<file path="config.mk">
export PLATFORM = sky130hd
export DESIGN_NAME = rv_mc_ctrl
export DESIGN_NICKNAME = d
export VERILOG_FILES = /design/src/rtl/rv_ctrl_pkg.sv /design/src/rtl/rv_opdecode.sv /design/src/rtl/rv_mc_ctrl.sv
export SDC_FILE = /design/constraint.sdc
export NUM_CORES = 1
export LEC_CHECK = 0
export BUFFER_PORTS_ARGS = -buffer_cell sky130_fd_sc_hd__buf_4
export CELL_PAD_IN_SITES_DETAIL_PLACEMENT = 0
export CELL_PAD_IN_SITES_GLOBAL_PLACEMENT = 1
export CORE_ASPECT_RATIO = 1.2
export CORE_MARGIN = 2
export CORE_UTILIZATION = 35
export DETAILED_ROUTE_END_ITERATION = 10
export GPL_TIMING_DRIVEN = 1
export PLACE_DENSITY_LB_ADDON = 0.1
export SKIP_CTS_REPAIR_TIMING = 1
export SLEW_MARGIN = 5
export SYNTH_ARGS = -nofsm -noshare
export SYNTH_HDL_FRONTEND = slang
export SYNTH_SLANG_ARGS = --single-unit
export TNS_END_PERCENT = 1
</file>
<file path="constraint.sdc">
create_clock -name clk -period 2.8 [get_ports clk]
set_clock_uncertainty 0.2 [all_clocks]
set_input_delay 0 -clock clk [delete_from_list [all_inputs] [get_ports clk]]
set_output_delay 0 -clock clk [all_outputs]
set_load 0.01 [all_outputs]
</file>
<file path="src/rtl/rv_ctrl_pkg.sv">
// Shared control encodings for the RV32I multi-cycle datapath.
// Holds the opcode constants, FSM state encoding, datapath mux-select
// encodings and the instruction-class type used by the control sequencer,
// immgen and the datapath.
package rv_ctrl_pkg;

  localparam int unsigned OPC_W   = 7;
  localparam int unsigned STATE_W = 3;

  // Major opcodes (inst[6:0])
  localparam logic [OPC_W-1:0] OPC_LOAD   = 7'b0000011;
  localparam logic [OPC_W-1:0] OPC_OP_IMM = 7'b0010011;
  localparam logic [OPC_W-1:0] OPC_STORE  = 7'b0100011;
  localparam logic [OPC_W-1:0] OPC_BRANCH = 7'b1100011;
  localparam logic [OPC_W-1:0] OPC_AUIPC  = 7'b0010111;
  localparam logic [OPC_W-1:0] OPC_LUI    = 7'b0110111;
  localparam logic [OPC_W-1:0] OPC_JALR   = 7'b1100111;
  localparam logic [OPC_W-1:0] OPC_JAL    = 7'b1101111;
  localparam logic [OPC_W-1:0] OPC_OP     = 7'b0110011;

  // Sequencer states
  localparam logic [STATE_W-1:0] ST_RST    = 3'd0;
  localparam logic [STATE_W-1:0] ST_FETCH  = 3'd1;
  localparam logic [STATE_W-1:0] ST_DECODE = 3'd2;
  localparam logic [STATE_W-1:0] ST_EXEC   = 3'd3;
  localparam logic [STATE_W-1:0] ST_MEM    = 3'd4;
  localparam logic [STATE_W-1:0] ST_WB     = 3'd5;
  localparam logic [STATE_W-1:0] ST_TRAP   = 3'd6;

  // Immediate formats consumed by immgen
  localparam logic [2:0] IMM_NONE = 3'd0;
  localparam logic [2:0] IMM_I    = 3'd1;
  localparam logic [2:0] IMM_S    = 3'd2;
  localparam logic [2:0] IMM_B    = 3'd3;
  localparam logic [2:0] IMM_U    = 3'd4;
  localparam logic [2:0] IMM_J    = 3'd5;

  // Next-PC source
  localparam logic [1:0] PC_PLUS4 = 2'd0;
  localparam logic [1:0] PC_IMM   = 2'd1;
  localparam logic [1:0] PC_ALU   = 2'd2;

  // Register-file write-back source
  localparam logic [1:0] WB_ALU = 2'd0;
  localparam logic [1:0] WB_MEM = 2'd1;
  localparam logic [1:0] WB_PC4 = 2'd2;
  localparam logic [1:0] WB_IMM = 2'd3;

  // ALU operation class
  localparam logic [1:0] ALU_ADD  = 2'd0;
  localparam logic [1:0] ALU_FUNC = 2'd1;
  localparam logic [1:0] ALU_BR   = 2'd2;

  // Instruction class; OP, OP-IMM and AUIPC share the ALU write-back path
  typedef enum logic [2:0] {
    CLS_ALU    = 3'd0,
    CLS_LOAD   = 3'd1,
    CLS_STORE  = 3'd2,
    CLS_BRANCH = 3'd3,
    CLS_JAL    = 3'd4,
    CLS_JALR   = 3'd5,
    CLS_LUI    = 3'd6
  } inst_cls_e;

endpackage

</file>
<file path="src/rtl/rv_opdecode.sv">
// Combinational opcode decoder.
// Ports: opcode (inst[6:0]) in; cls, imm_sel, alu_a_sel, alu_b_sel and
// illegal out. Illegal opcodes decode to NONE with both operand selects 0.
module rv_opdecode
  import rv_ctrl_pkg::*;
(
  input  logic [OPC_W-1:0] opcode,
  output inst_cls_e        cls,
  output logic [2:0]       imm_sel,
  output logic             alu_a_sel,
  output logic             alu_b_sel,
  output logic             illegal
);

  always_comb begin
    cls       = CLS_ALU;
    imm_sel   = IMM_NONE;
    alu_a_sel = 1'b0;
    alu_b_sel = 1'b0;
    illegal   = 1'b0;
    case (opcode)
      OPC_LOAD:   begin cls = CLS_LOAD;   imm_sel = IMM_I; alu_b_sel = 1'b1; end
      OPC_OP_IMM: begin cls = CLS_ALU;    imm_sel = IMM_I; alu_b_sel = 1'b1; end
      OPC_STORE:  begin cls = CLS_STORE;  imm_sel = IMM_S; alu_b_sel = 1'b1; end
      OPC_BRANCH: begin cls = CLS_BRANCH; imm_sel = IMM_B;                   end
      OPC_AUIPC:  begin cls = CLS_ALU;    imm_sel = IMM_U; alu_a_sel = 1'b1;
                        alu_b_sel = 1'b1; end
      OPC_LUI:    begin cls = CLS_LUI;    imm_sel = IMM_U; alu_b_sel = 1'b1; end
      OPC_JALR:   begin cls = CLS_JALR;   imm_sel = IMM_I; alu_b_sel = 1'b1; end
      OPC_JAL:    begin cls = CLS_JAL;    imm_sel = IMM_J; alu_b_sel = 1'b1; end
      OPC_OP:     begin cls = CLS_ALU;                                       end
      default:    illegal = 1'b1;
    endcase
  end

endmodule

</file>
<file path="src/rtl/rv_mc_ctrl.sv">
// Multi-cycle RV32I control sequencer.
// Sequences FETCH/DECODE/EXEC/MEM/WB, drives datapath enables and mux
// selects combinationally from the current state, opcode, mem_ack and
// br_taken, handshakes with the unified memory port, counts retired
// instructions (PC updates) and parks in TRAP on an illegal opcode.
// Ports: clk, rst_n, inst, br_taken, mem_ack in; mem_req, mem_we, ir_we,
// pc_we, pc_sel, imm_sel, alu_a_sel, alu_b_sel, alu_op, rf_we, wb_sel,
// state, trap, instret out.
module rv_mc_ctrl
  import rv_ctrl_pkg::*;
#(
  parameter int unsigned INSTRET_W = 32
) (
  input  logic                 clk,
  input  logic                 rst_n,
  input  logic [31:0]          inst,
  input  logic                 br_taken,
  input  logic                 mem_ack,
  output logic                 mem_req,
  output logic                 mem_we,
  output logic                 ir_we,
  output logic                 pc_we,
  output logic [1:0]           pc_sel,
  output logic [2:0]           imm_sel,
  output logic                 alu_a_sel,
  output logic                 alu_b_sel,
  output logic [1:0]           alu_op,
  output logic                 rf_we,
  output logic [1:0]           wb_sel,
  output logic [STATE_W-1:0]   state,
  output logic                 trap,
  output logic [INSTRET_W-1:0] instret
);

  logic [STATE_W-1:0]   state_q, state_d;
  logic [INSTRET_W-1:0] instret_q, instret_d;

  inst_cls_e  dec_cls;
  logic [2:0] dec_imm_sel;
  logic       dec_a_sel;
  logic       dec_b_sel;
  logic       dec_illegal;

  // Only the major opcode steers sequencing; the rest belongs to the datapath
  logic unused_inst;
  assign unused_inst = ^inst[31:OPC_W];

  rv_opdecode u_opdecode (
    .opcode    (inst[OPC_W-1:0]),
    .cls       (dec_cls),
    .imm_sel   (dec_imm_sel),
    .alu_a_sel (dec_a_sel),
    .alu_b_sel (dec_b_sel),
    .illegal   (dec_illegal)
  );

  // State register and retired-instruction counter
  always_ff @(posedge clk or negedge rst_n) begin
    if (!rst_n) begin
      state_q   <= ST_RST;
      instret_q <= '0;
    end else begin
      state_q   <= state_d;
      instret_q <= instret_d;
    end
  end

  // Next-state and control-output decode
  always_comb begin
    state_d   = state_q;
    mem_req   = 1'b0;
    mem_we    = 1'b0;
    ir_we     = 1'b0;
    pc_we     = 1'b0;
    pc_sel    = PC_PLUS4;
    imm_sel   = IMM_NONE;
    alu_a_sel = 1'b0;
    alu_b_sel = 1'b0;
    alu_op    = ALU_ADD;
    rf_we     = 1'b0;
    wb_sel    = WB_ALU;
    trap      = 1'b0;

    // Operand/immediate selects stay stable from DECODE through WB
    if (state_q == ST_DECODE || state_q == ST_EXEC ||
        state_q == ST_MEM    || state_q == ST_WB) begin
      imm_sel   = dec_imm_sel;
      alu_a_sel = dec_a_sel;
      alu_b_sel = dec_b_sel;
    end

    case (state_q)
      ST_RST: state_d = ST_FETCH;
      ST_FETCH: begin
        mem_req = 1'b1;
        if (mem_ack) begin
          ir_we   = 1'b1;
          state_d = ST_DECODE;
        end
      end
      ST_DECODE: state_d = dec_illegal ? ST_TRAP : ST_EXEC;
      ST_EXEC: begin
        case (dec_cls)
          CLS_BRANCH: begin
            alu_op  = ALU_BR;
            pc_we   = 1'b1;
            pc_sel  = br_taken ? PC_IMM : PC_PLUS4;
            state_d = ST_FETCH;
          end
          CLS_LOAD, CLS_STORE: begin
            alu_op  = ALU_ADD;
            state_d = ST_MEM;
          end
          default: state_d = ST_WB;
        endcase
      end
      ST_MEM: begin
        mem_req = 1'b1;
        mem_we  = (dec_cls == CLS_STORE);
        if (mem_ack) begin
          if (dec_cls == CLS_STORE) begin
            pc_we   = 1'b1;
            state_d = ST_FETCH;
          end else begin
            state_d = ST_WB;
          end
        end
      end
      ST_WB: begin
        rf_we   = 1'b1;
        pc_we   = 1'b1;
        state_d = ST_FETCH;
        case (dec_cls)
          CLS_LOAD: wb_sel = WB_MEM;
          CLS_LUI:  wb_sel = WB_IMM;
          CLS_JAL:  begin wb_sel = WB_PC4; pc_sel = PC_IMM; end
          CLS_JALR: begin wb_sel = WB_PC4; pc_sel = PC_ALU; end
          default:  wb_sel = WB_ALU;
        endcase
      end
      ST_TRAP: trap = 1'b1;
      default: state_d = ST_RST;
    endcase

    instret_d = pc_we ? instret_q + INSTRET_W'(1) : instret_q;
  end

  assign state   = state_q;
  assign instret = instret_q;

endmodule

</file>
-- Yosys cells after proc, flatten, opt, wreduce, memory -nomap -nowiden
Index checks and enable logic that the tools add are counted.
- add/sub/neg operators: 1
- multipliers: 0
- divide/modulo/power cells: 0
- $lt $le $gt $ge: 0
- eq/ne operators: 23
- shifts and indexed selects: 0
- muxes and demuxes: 31
- bitwise gates (word level): 1
- reductions and logical operators: 13
- operators by type and width (kind ; number):
    3-bit case mux with 6 select lines ; 2
    32-bit by 1-bit adder with 32-bit output (second input constant) ; 1
    7-bit by 6-bit equality test with 1-bit output (second input constant) ; 3
    7-bit equality test (second input constant) ; 3
    3-bit equality test (second input constant) ; 6
    1-bit 2-to-1 mux ; 15
    3-bit 2-to-1 mux ; 5
    3-bit case mux with 5 select lines ; 1
    7-bit by 5-bit equality test with 1-bit output (second input constant) ; 2
    3-bit by 2-bit equality test with 1-bit output (second input constant) ; 4
    2-bit OR reduction ; 5
    9-bit OR reduction ; 1
    2-bit case mux with 2 select lines ; 2
    7-bit by 2-bit equality test with 1-bit output (second input constant) ; 1
    7-bit OR reduction ; 1
    3-bit by 1-bit equality test with 1-bit output (second input constant) ; 2
    2-bit 2-to-1 mux ; 3
    2-bit case mux with 3 select lines ; 1
    3-bit case mux with 2 select lines ; 1
    2-bit != test (second input constant) ; 2
    3-bit logical NOT ; 1
    1-bit logical OR ; 3
    1-bit case mux with 3 select lines ; 1
    3-bit AND reduction ; 1
    other kinds (2) ; 2
- bits in registers: 35
- bits in latches: 0
- bits in writable memories: 0
- bits in read-only memories: 0
- input port bits: 36
- output and inout port bits: 52
- word-level logic and storage cells: 71
- memories: 0

-- Longest topological paths before layout
Gate-level depths: netlist of the first run.
- depth after elaboration: 6
- gate-level depth with buffers: 9
- gate-level depth less buffers: 7

-- Modules after synthesis
A second synthesis of the first run with hierarchy kept.
- cell total of the unflattened synthesis: 223
- area total of the unflattened synthesis: 2244.7 µm²
- by module, submodules not included (module ; times used ; cells an instance ; area an instance (µm²) ; seq. area each (µm²)):
    rv_mc_ctrl ; 1 ; 191 ; 2025.7 ; 875.8
    rv_opdecode ; 1 ; 32 ; 219.0 ; 0.0

-- Least setup slack after synthesis of the first run
OpenSTA, ideal clock, no wires.
- path type: reg-to-reg
- start: register state_q[2] (netlist: state[2])
- end: register instret_q[1] (netlist: instret[1])
- library setup time: 0.125 ns
- arrival time: 1.776 ns
- data required time: 2.475 ns
- slack: 0.699 ns
- cell stages (with the launch flop): 8
- buffers on the path: 2
- period minus slack after synthesis: 2.101 ns
- path through: dfrtp_1 -> buf_6 -> nand3b_2 -> inv_1 -> a311o_2 -> and3_4 -> buf_6 -> mux2_4
- longest elaborated chain between the ends: 2
- elaborated cells between the ends (all ways): 4
- those cells by class: 3 x eq/ne; 1 x mux
- ends and longest elaborated chain (item ; RTL line ; text):
    from (decl) ; rv_mc_ctrl.sv:35 ; logic [STATE_W-1:0] state_q, state_d;
    from (signal assigned) ; rv_mc_ctrl.sv:63 ; state_q <= state_d;
    3-bit equality test or 3-bit by 2-bit equality test with 1-bit output (tied branches) ; rv_mc_ctrl.sv:92 ; case (state_q)
    1-bit case mux with 3 select lines (*) ; rv_mc_ctrl.sv:92 ;
    via pc_we ; rv_mc_ctrl.sv:22 ; output logic pc_we,
    to (signal assigned) ; rv_mc_ctrl.sv:64 ; instret_q <= instret_d;
    to (decl) ; rv_mc_ctrl.sv:36 ; logic [INSTRET_W-1:0] instret_q, instret_d;
Mark *: on every way through the listed nets, which the timed path passes. The rest lies on a longest branch.
A chain may end at the register's enable or synchronous reset.

-- Final worst setup path of the first run
- start: register state_q[2] (netlist: state[2])
- end: register instret_q[17] (netlist: instret[17])
- longest elaborated chain between the ends: 2
- elaborated cells between the ends (all ways): 4
- those cells by class: 3 x eq/ne; 1 x mux
- ends and longest elaborated chain (item ; RTL line):
    3-bit equality test or 3-bit by 2-bit equality test with 1-bit output (tied branches) ; rv_mc_ctrl.sv:92
    1-bit case mux with 3 select lines (*) ; rv_mc_ctrl.sv:92
Mark *: on every way between the ends. The rest lies on a longest branch, timed or not.

==> report_table.html, run 1 <==
<table>
<tr><th>Metric</th><th>Value</th></tr>
<tr><th colspan="2">Floorplan</th></tr>
<tr><td>Die boundary height</td><td>90.6 µm</td></tr>
<tr><td>Effective utilization at floorplan</td><td>36.1%</td></tr>
<tr><td>Count of pins on the block boundary</td><td>88</td></tr>
<tr><td>Total die area</td><td>6900 µm²</td></tr>
<tr><td>Number of standard-cell rows in the floorplan</td><td>31</td></tr>
<tr><td>Die W</td><td>76.2 µm</td></tr>
<tr><td>Core footprint</td><td>6050 µm²</td></tr>
<tr><th colspan="2">GRT</th></tr>
<tr><td>Maximum number of pins on one net before global-route repair</td><td>36</td></tr>
<tr><td>Initial antenna violation count</td><td>0</td></tr>
<tr><td>Global-route usage over all layers</td><td>14.9%</td></tr>
<tr><td>Vias in the first global route</td><td>1845</td></tr>
<tr><td>First-pass GRT wire length</td><td>8540 µm</td></tr>
<tr><td>Gr ovfl total</td><td>0</td></tr>
<tr><th colspan="2">Timing</th></tr>
<tr><td>Post-route setup slack</td><td>0.565 ns</td></tr>
<tr><td>Final period util</td><td>79.8%</td></tr>
<tr><td>Fmax</td><td>0.448 GHz</td></tr>
<tr><td>Endpoints failing setup</td><td>0</td></tr>
<tr><td>Unrepaired setup endpoints after global routing</td><td>false</td></tr>
<tr><td>Final hold vios</td><td>1</td></tr>
<tr><td>Post-Route Hold Slack</td><td>-0.000912 ns</td></tr>
<tr><td>Count of pins over their slew limit</td><td>0</td></tr>
<tr><td>Summed negative setup slack over all endpoints</td><td>0 ns</td></tr>
<tr><td>Final min period</td><td>2.23 ns</td></tr>
<tr><th colspan="2">Finish</th></tr>
<tr><td>Final net count</td><td>333</td></tr>
<tr><td>Core Util, Final</td><td>46.0%</td></tr>
<tr><td>Post-route cell area</td><td>2780 µm²</td></tr>
<tr><td>Non-filler cells in the finished layout</td><td>376</td></tr>
<tr><td>Antenna Cells</td><td>0</td></tr>
<tr><td>Share of post-route cells with drive strength above 1</td><td>27.2%</td></tr>
<tr><td>P&amp;R area growth vs syn</td><td>27.3%</td></tr>
<tr><th colspan="2">Pwr</th></tr>
<tr><td>Lkg Pwr</td><td>1.39 nW</td></tr>
<tr><td>Final total power</td><td>1.49 mW</td></tr>
<tr><td>Maximum ir drop on the vdd rail</td><td>0.323 mV</td></tr>
<tr><td>Power Dens Cells</td><td>536 nW/µm²</td></tr>
<tr><th colspan="2">Setup path</th></tr>
<tr><td>Arrival time reported for the critical path endpoint</td><td>2.23 ns</td></tr>
<tr><td>Worst path required time</td><td>2.80 ns</td></tr>
<tr><td>CP Buf/Inv Count</td><td>1</td></tr>
<tr><td>Crit Reg-Reg Startpoint</td><td>state[2]</td></tr>
<tr><td>Sequence of cells on the critical path</td><td>ha_1 &gt; inv_1 &gt; a211oi_4 &gt; nand4_2 &gt; nor3_1 &gt; xor2_1</td></tr>
<tr><td>CP peak stage delay</td><td>0.59 ns</td></tr>
<tr><td>Worst setup SP type</td><td>flop</td></tr>
<tr><td>Crit path max-delay family</td><td>flip-flops</td></tr>
<tr><td>Slowest stage cell, crit path</td><td>sky130_fd_sc_hd__dfrtp_1</td></tr>
<tr><td>Class of the most critical setup path</td><td>flop to flop</td></tr>
<tr><td>Largest fanout on the critical path</td><td>14</td></tr>
<tr><td>FF-to-FF setup slack</td><td>0.57 ns</td></tr>
<tr><td>Capturing element type of the critical path</td><td>flop</td></tr>
<tr><td>Launching element of the worst setup path</td><td>state[2]</td></tr>
<tr><th colspan="2">Routing</th></tr>
<tr><td>DR vias</td><td>1915</td></tr>
<tr><td>Post-DR wirelength/cell</td><td>13.3 µm</td></tr>
<tr><td>Met2 layer wire length in the routed design</td><td>2500 µm</td></tr>
<tr><td>Post-route met1 wirelength</td><td>2180 µm</td></tr>
<tr><td>Post-detailed-route via-to-cell ratio</td><td>5.09</td></tr>
<tr><td>Final wirelength</td><td>5010 µm</td></tr>
<tr><td>Violation count after the first detailed-route iteration</td><td>76</td></tr>
<tr><td>DRC</td><td>0</td></tr>
<tr><td>Number of antenna-violating nets in the routed design</td><td>0</td></tr>
<tr><td>Detailed-router iteration count before antenna repair</td><td>4</td></tr>
<tr><td>Met3 Routed Length</td><td>238 µm</td></tr>
<tr><td>Highest metal used</td><td>met4</td></tr>
<tr><th colspan="2">Run status</th></tr>
<tr><td>Result of the run</td><td>complete, but fails checks</td></tr>
<tr><td>Violated checks</td><td>negative hold slack</td></tr>
<tr><th colspan="2">Place</th></tr>
<tr><td>Placed cell count</td><td>367</td></tr>
<tr><td>Routability Congestion</td><td>0.794</td></tr>
<tr><td>Setup slack at placement</td><td>0.502 ns</td></tr>
<tr><td>Sum of net half-perimeters after detailed placement</td><td>3690 µm</td></tr>
<tr><td>Placed standard-cell area</td><td>2680 µm²</td></tr>
<tr><td>Number of buffers added on ports</td><td>61</td></tr>
<tr><th colspan="2">CTS</th></tr>
<tr><td>Number of buffers added by the clock tree synthesis step</td><td>5</td></tr>
<tr><td>Number of buffers on the longest clock path</td><td>2</td></tr>
<tr><td>Cell at the root of the clock tree</td><td>sky130_fd_sc_hd__clkbuf_8</td></tr>
<tr><td>Clock-pin slew reported for the worst setup and hold paths after clock tree synthesis</td><td>0.07 ns</td></tr>
<tr><td>Insertion delay of the later-clocked pin in the worst-skew pair</td><td>0.28 ns</td></tr>
<tr><td>Clock tree from TritonCTS</td><td>built</td></tr>
<tr><td>Clk sinks</td><td>35</td></tr>
<tr><td>Deepest level of the CTS H-tree</td><td>2</td></tr>
<tr><th colspan="2">Logic synthesis</th></tr>
<tr><td>Synthesized area per cell</td><td>9.35 µm²</td></tr>
<tr><td>Share of synthesized flip-flops with an asynchronous set or reset</td><td>100%</td></tr>
<tr><td>Area of the mapped netlist</td><td>2190 µm²</td></tr>
<tr><td>Fraction of the yosys area taken by sequential cells</td><td>40.0%</td></tr>
<tr><td>Number of synthesized register bits</td><td>35</td></tr>
<tr><td>Post-synthesis net count</td><td>273</td></tr>
<tr><td>Number of flops mapped to enable cells by yosys</td><td>0</td></tr>
<tr><td>Syn. warnings</td><td>0</td></tr>
<tr><td>Unique cell type count in the Yosys netlist</td><td>53</td></tr>
<tr><td>Cell count after synthesis</td><td>234</td></tr>
<tr><td>Leading register cell type out of synthesis</td><td>sky130_fd_sc_hd__dfrtp_1</td></tr>
<tr><th colspan="2">Flow run</th></tr>
<tr><td>Number of maximum-capacitance constraint violations</td><td>0</td></tr>
<tr><th colspan="2">Hold path</th></tr>
<tr><td>Hold crit path type</td><td>primary input to asynchronous set/reset pin</td></tr>
</table>
==> cells in the mapped netlist, types with 3 or more instances <==
cell	count	area [µm²]
sky130_fd_sc_hd__ha_1	3	37.5
sky130_fd_sc_hd__o21ai_0	3	15.0
sky130_fd_sc_hd__dfrtp_1	35	876
sky130_fd_sc_hd__buf_4	3	22.5
sky130_fd_sc_hd__xnor2_1	11	96.3
sky130_fd_sc_hd__nand2_1	26	97.6
sky130_fd_sc_hd__nor2_1	23	86.3
sky130_fd_sc_hd__buf_6	3	33.8
sky130_fd_sc_hd__nand4_1	12	75.1
sky130_fd_sc_hd__nor2b_1	3	18.8
sky130_fd_sc_hd__a21oi_1	6	30.0
sky130_fd_sc_hd__nor4_1	5	31.3
sky130_fd_sc_hd__and3_1	6	37.5
sky130_fd_sc_hd__or3_1	3	18.8
sky130_fd_sc_hd__inv_1	10	37.5
sky130_fd_sc_hd__nand3_1	11	55.1
sky130_fd_sc_hd__buf_2	3	15.0
sky130_fd_sc_hd__nor3_1	10	50.1
sky130_fd_sc_hd__xor2_1	20	175
==> final timing paths <==
kind                                     to  depth (start not counted)
min in group clk                   state[2]                          3
max in group asynchronous          state[2]                          2
worst max-delay path            instret[17]                          6
worst max register to register  instret[17]                          6
worst min-delay path             instret[0]                          2
worst min register to register  instret[31]                          1
==> flip-flops by register name (all words and copies together), names as in the netlist <==
name and cells:
state 3, instret 32
==> layout make-up <==
cell class | count | area (µm²)
clock inverter | 1 | 5.00
inverter | 10 | 37.5
timing repair buffer | 64 | 485
fill | 631 | 3270
clock buffer | 6 | 82.6
tap | 82 | 103
sequential | 35 | 876
multi-input combinational | 178 | 1190
==> routing by layer <==
| metal | vias to the layer above | global-route usage, % |
|---|---|---|
| li1 | 940 | - |
| met1 | 910 | 18.5 |
| met2 | 56 | 25.5 |
| met3 | 9 | 2.70 |
| met4 | 0 | 5.76 |
| met5 | - | 0 |
==> power by group <==
part | switching (mW) | leakage, nW | internal (mW)
Sequential | 0.0801 | 0.471 | 0.543
Clock | 0.167 | 0.0470 | 0.193
Combinational | 0.273 | 0.876 | 0.236
==> kinds of logic after synthesis <==
| family | after synthesis | share of synthesized area (%) |
|---|---|---|
| xor gates and xnor gates | 31 | 12.4 |
| AOI/OAI and AO/OA | 25 | 9.55 |
| DFF | 35 | 40.0 |
| muxes | 1 | 0.686 |
| adders and majority gates | 3 | 1.72 |
| and+or+nand+nor | 117 | 30.1 |
| other | 1 | 0.171 |
| buffers and inverters | 21 | 5.32 |
==> layout by cell type, fill, tap and decap left out, drive strengths merged, types with 3 or more instances in the layout <==
cell	netlist	layout
inv	10	10
clkbuf	2	6
buf	9	62
nor2	23	23
or3	3	3
nand2	26	26
nand3	11	11
o21ai	4	4
dfrtp	35	35
and3	7	7
nor3	10	10
ha	3	3
xor2	20	20
nor2b	3	3
xnor2	11	11
nand4	14	14
a21oi	6	6
nor4	6	6
(Power assumes the default switching activity.)
==> inputs of run 2 (changes only) <==
==> constraint.sdc (replaced) <==
create_clock -name clk -period 2.2 [get_ports clk]
set_clock_uncertainty 0.2 [all_clocks]
set_input_delay 0 -clock clk [delete_from_list [all_inputs] [get_ports clk]]
set_output_delay 0 -clock clk [all_outputs]
set_load 0.01 [all_outputs]
==> run 2 against run 1 <==
The run now ends clean. Count of clock-buffer cells in the layout grew 1. Critical path depth grew 2. Cell area grew 6.2%. Via count grew 3.3%. Setup slack lost 0.47 ns. Global-route usage is essentially flat. Combinational power grew 55%. Wire length grew 4.2%. Core utilization grew 2.9 points. Largest cell class unchanged. Largest power group is now combinational cells.
==> report_table.html, run 2 (synthesis results as in run 1) <==
<table>
<tr><th>Metric</th><th>Value</th></tr>
<tr><th colspan="2">Finish</th></tr>
<tr><td>Non-filler cells in the finished layout</td><td>396 (+5.3%)</td></tr>
<tr><td>Number of flip-flops in the largest register</td><td>32 (unchanged)</td></tr>
<tr><td>Commonest cells after routing, fill and taps aside</td><td>sky130_fd_sc_hd__buf_4 (80), sky130_fd_sc_hd__dfrtp_1 (34), sky130_fd_sc_hd__nand2_1 (26)</td></tr>
<tr><td>Post-route cell area</td><td>2960 µm² (+6.2%)</td></tr>
<tr><td>Share of post-route cells with drive strength above 1</td><td>33.1% (+5.9 points)</td></tr>
<tr><td>Leading cell type in the layout, fill and taps excluded</td><td>sky130_fd_sc_hd__buf_4</td></tr>
<tr><td>Final net count</td><td>352 (+5.7%)</td></tr>
<tr><td>Antenna Cells</td><td>0 (unchanged)</td></tr>
<tr><td>P&amp;R area growth vs syn</td><td>35.2%</td></tr>
<tr><td>Core Util, Final</td><td>48.9% (+2.9 points)</td></tr>
<tr><th colspan="2">Timing</th></tr>
<tr><td>Final period util</td><td>95.5% (+16 points)</td></tr>
<tr><td>Final hold vios</td><td>0 (-1)</td></tr>
<tr><td>Post-Route Hold Slack</td><td>0.00439 ns (+0.00530 ns)</td></tr>
<tr><td>Fmax</td><td>0.476 GHz (+6.4%)</td></tr>
<tr><td>Count of pins over their slew limit</td><td>0 (unchanged)</td></tr>
<tr><td>Final min period</td><td>2.10 ns (-0.134 ns)</td></tr>
<tr><td>Endpoints failing setup</td><td>0 (unchanged)</td></tr>
<tr><td>Unrepaired setup endpoints after global routing</td><td>true</td></tr>
<tr><th colspan="2">Place</th></tr>
<tr><td>Routability Congestion</td><td>0.819 (+3.1%)</td></tr>
<tr><td>Placed standard-cell area</td><td>2790 µm² (+4.2%)</td></tr>
<tr><td>Placed cell count</td><td>382 (+4.1%)</td></tr>
<tr><td>Number of buffers added on ports</td><td>61 (unchanged)</td></tr>
<tr><td>Sum of net half-perimeters after detailed placement</td><td>3830 µm (+3.9%)</td></tr>
<tr><th colspan="2">Routing</th></tr>
<tr><td>Final wirelength</td><td>5220 µm (+4.2%)</td></tr>
<tr><td>Number of antenna-violating nets in the routed design</td><td>0 (unchanged)</td></tr>
<tr><td>Detailed-router iteration count before antenna repair</td><td>4 (unchanged)</td></tr>
<tr><td>DR vias</td><td>1979 (+3.3%)</td></tr>
<tr><td>Post-DR wirelength/cell</td><td>13.2 µm (-1.1%)</td></tr>
<tr><td>Violation count after the first detailed-route iteration</td><td>44 (-42%)</td></tr>
<tr><td>Post-detailed-route via-to-cell ratio</td><td>5.00 (-1.9%)</td></tr>
<tr><td>DRC</td><td>0 (unchanged)</td></tr>
<tr><th colspan="2">Setup path</th></tr>
<tr><td>Launching element of the worst setup path</td><td>state[1]</td></tr>
<tr><td>Worst path required time</td><td>2.21 ns (-0.59 ns)</td></tr>
<tr><td>Largest fanout on the critical path</td><td>8 (-6)</td></tr>
<tr><td>Logic depth of the worst register-to-register path</td><td>8 (+2)</td></tr>
<tr><td>Class of the most critical setup path</td><td>flop to flop</td></tr>
<tr><td>Crit Reg-Reg Startpoint</td><td>state[1]</td></tr>
<tr><td>Worst setup SP type</td><td>flop</td></tr>
<tr><td>Arrival time reported for the critical path endpoint</td><td>2.11 ns (-0.12 ns)</td></tr>
<tr><td>Capturing element type of the critical path</td><td>flop</td></tr>
<tr><th colspan="2">Floorplan</th></tr>
<tr><td>Number of standard-cell rows in the floorplan</td><td>31 (unchanged)</td></tr>
<tr><td>Effective utilization at floorplan</td><td>36.1% (unchanged)</td></tr>
<tr><td>Total die area</td><td>6900 µm² (unchanged)</td></tr>
<tr><td>Die W</td><td>76.2 µm (unchanged)</td></tr>
<tr><td>Die boundary height</td><td>90.6 µm (unchanged)</td></tr>
<tr><td>Count of pins on the block boundary</td><td>88 (unchanged)</td></tr>
<tr><td>Core footprint</td><td>6050 µm² (unchanged)</td></tr>
<tr><th colspan="2">CTS</th></tr>
<tr><td>Clk sinks</td><td>35 (unchanged)</td></tr>
<tr><td>Cell at the root of the clock tree</td><td>sky130_fd_sc_hd__clkbuf_8</td></tr>
<tr><td>Clock-pin slew reported for the worst setup and hold paths after clock tree synthesis</td><td>0.07 ns (about the same)</td></tr>
<tr><td>Insertion delay of the later-clocked pin in the worst-skew pair</td><td>0.28 ns (about the same)</td></tr>
<tr><td>Number of buffers on the longest clock path</td><td>2 (unchanged)</td></tr>
<tr><td>Deepest level of the CTS H-tree</td><td>2 (unchanged)</td></tr>
<tr><td>Clock tree from TritonCTS</td><td>built</td></tr>
<tr><td>Number of buffers added by the clock tree synthesis step</td><td>5 (unchanged)</td></tr>
<tr><th colspan="2">GRT</th></tr>
<tr><td>Maximum number of pins on one net before global-route repair</td><td>36 (unchanged)</td></tr>
<tr><td>Gr ovfl total</td><td>0 (unchanged)</td></tr>
<tr><td>First-pass GRT wire length</td><td>8450 µm (-1.1%)</td></tr>
<tr><td>Vias in the first global route</td><td>1786 (-3.2%)</td></tr>
<tr><td>Global-route usage over all layers</td><td>14.9% (+0.042 points)</td></tr>
<tr><td>Initial antenna violation count</td><td>0 (unchanged)</td></tr>
<tr><th colspan="2">Run status</th></tr>
<tr><td>Result of the run</td><td>completed</td></tr>
<tr><th colspan="2">Flow run</th></tr>
<tr><td>Number of maximum-capacitance constraint violations</td><td>0 (unchanged)</td></tr>
<tr><th colspan="2">Pwr</th></tr>
<tr><td>Lkg Pwr</td><td>1.50 nW (+7.8%)</td></tr>
<tr><td>Final total power</td><td>2.00 mW (+34%)</td></tr>
<tr><td>Power Dens Cells</td><td>677 nW/µm² (+26%)</td></tr>
<tr><td>Maximum ir drop on the vdd rail</td><td>0.495 mV (+53%)</td></tr>
<tr><th colspan="2">Hold path</th></tr>
<tr><td>Hold crit path type</td><td>primary input to asynchronous set/reset pin</td></tr>
</table>
## run 2: cell count changes in the layout (fill, tap and decap cells not counted), sizes merged
cell	change
buf	+19
clkbuf	+1
## run 2: layout make-up
class,count,area [µm²]
clock buffers,7,76.3
clock inverters,1,5.00
fillers,616,3090
inverters,10,40.0
multi-input cells,178,1220
flip-flops and latches,35,877
well taps,82,103
repair buffers,83,632
## run 2: worst paths after layout
kind,end,slack [ns]
hold reg to reg,instret[31],0.27
hold / removal,instret[28],0.004
max in group asynchronous,state[1],1.46
setup / recovery,instret[23],0.1
min in group clk,state[2],0.01
setup reg to reg,instret[23],0.1
## run 2: power by group
| part | switching, mW | internal, mW | total [mW] |
|---|---|---|---|
| Sequential | 0.0738 | 0.693 | 0.767 |
| Clock | 0.224 | 0.222 | 0.446 |
| Combinational | 0.402 | 0.388 | 0.789 |
## run 2: metrics by stage
stage	worst slack (ns)	TNS (ns)
after floorplan	0.0990	0
after global placement	0.118	0
after detailed placement	0.0963	0
after CTS	0.000962	0
after global routing	-0.0831	-0.240
final	0.0998	0
## run 2: layer usage
metal	wire length [µm]	part of all wire, %	track usage, %	up-vias
met5	0	0	0	-
met4	127	2.4	6.36	0
met3	175	3.4	2.60	11
met2	2530	48	24.8	51
met1	2390	46	19.1	930
li1	-	-	-	987
## run 2: critical path: stages, from the launching register on
cell                       delay [ns]
sky130_fd_sc_hd__dfrtp_2         0.45
sky130_fd_sc_hd__inv_2           0.10
sky130_fd_sc_hd__ha_4            0.14
sky130_fd_sc_hd__inv_4           0.04
sky130_fd_sc_hd__a211oi_4        0.26
sky130_fd_sc_hd__buf_4           0.15
sky130_fd_sc_hd__nand4_2         0.24
sky130_fd_sc_hd__nor3_1          0.29
sky130_fd_sc_hd__xor2_1          0.16
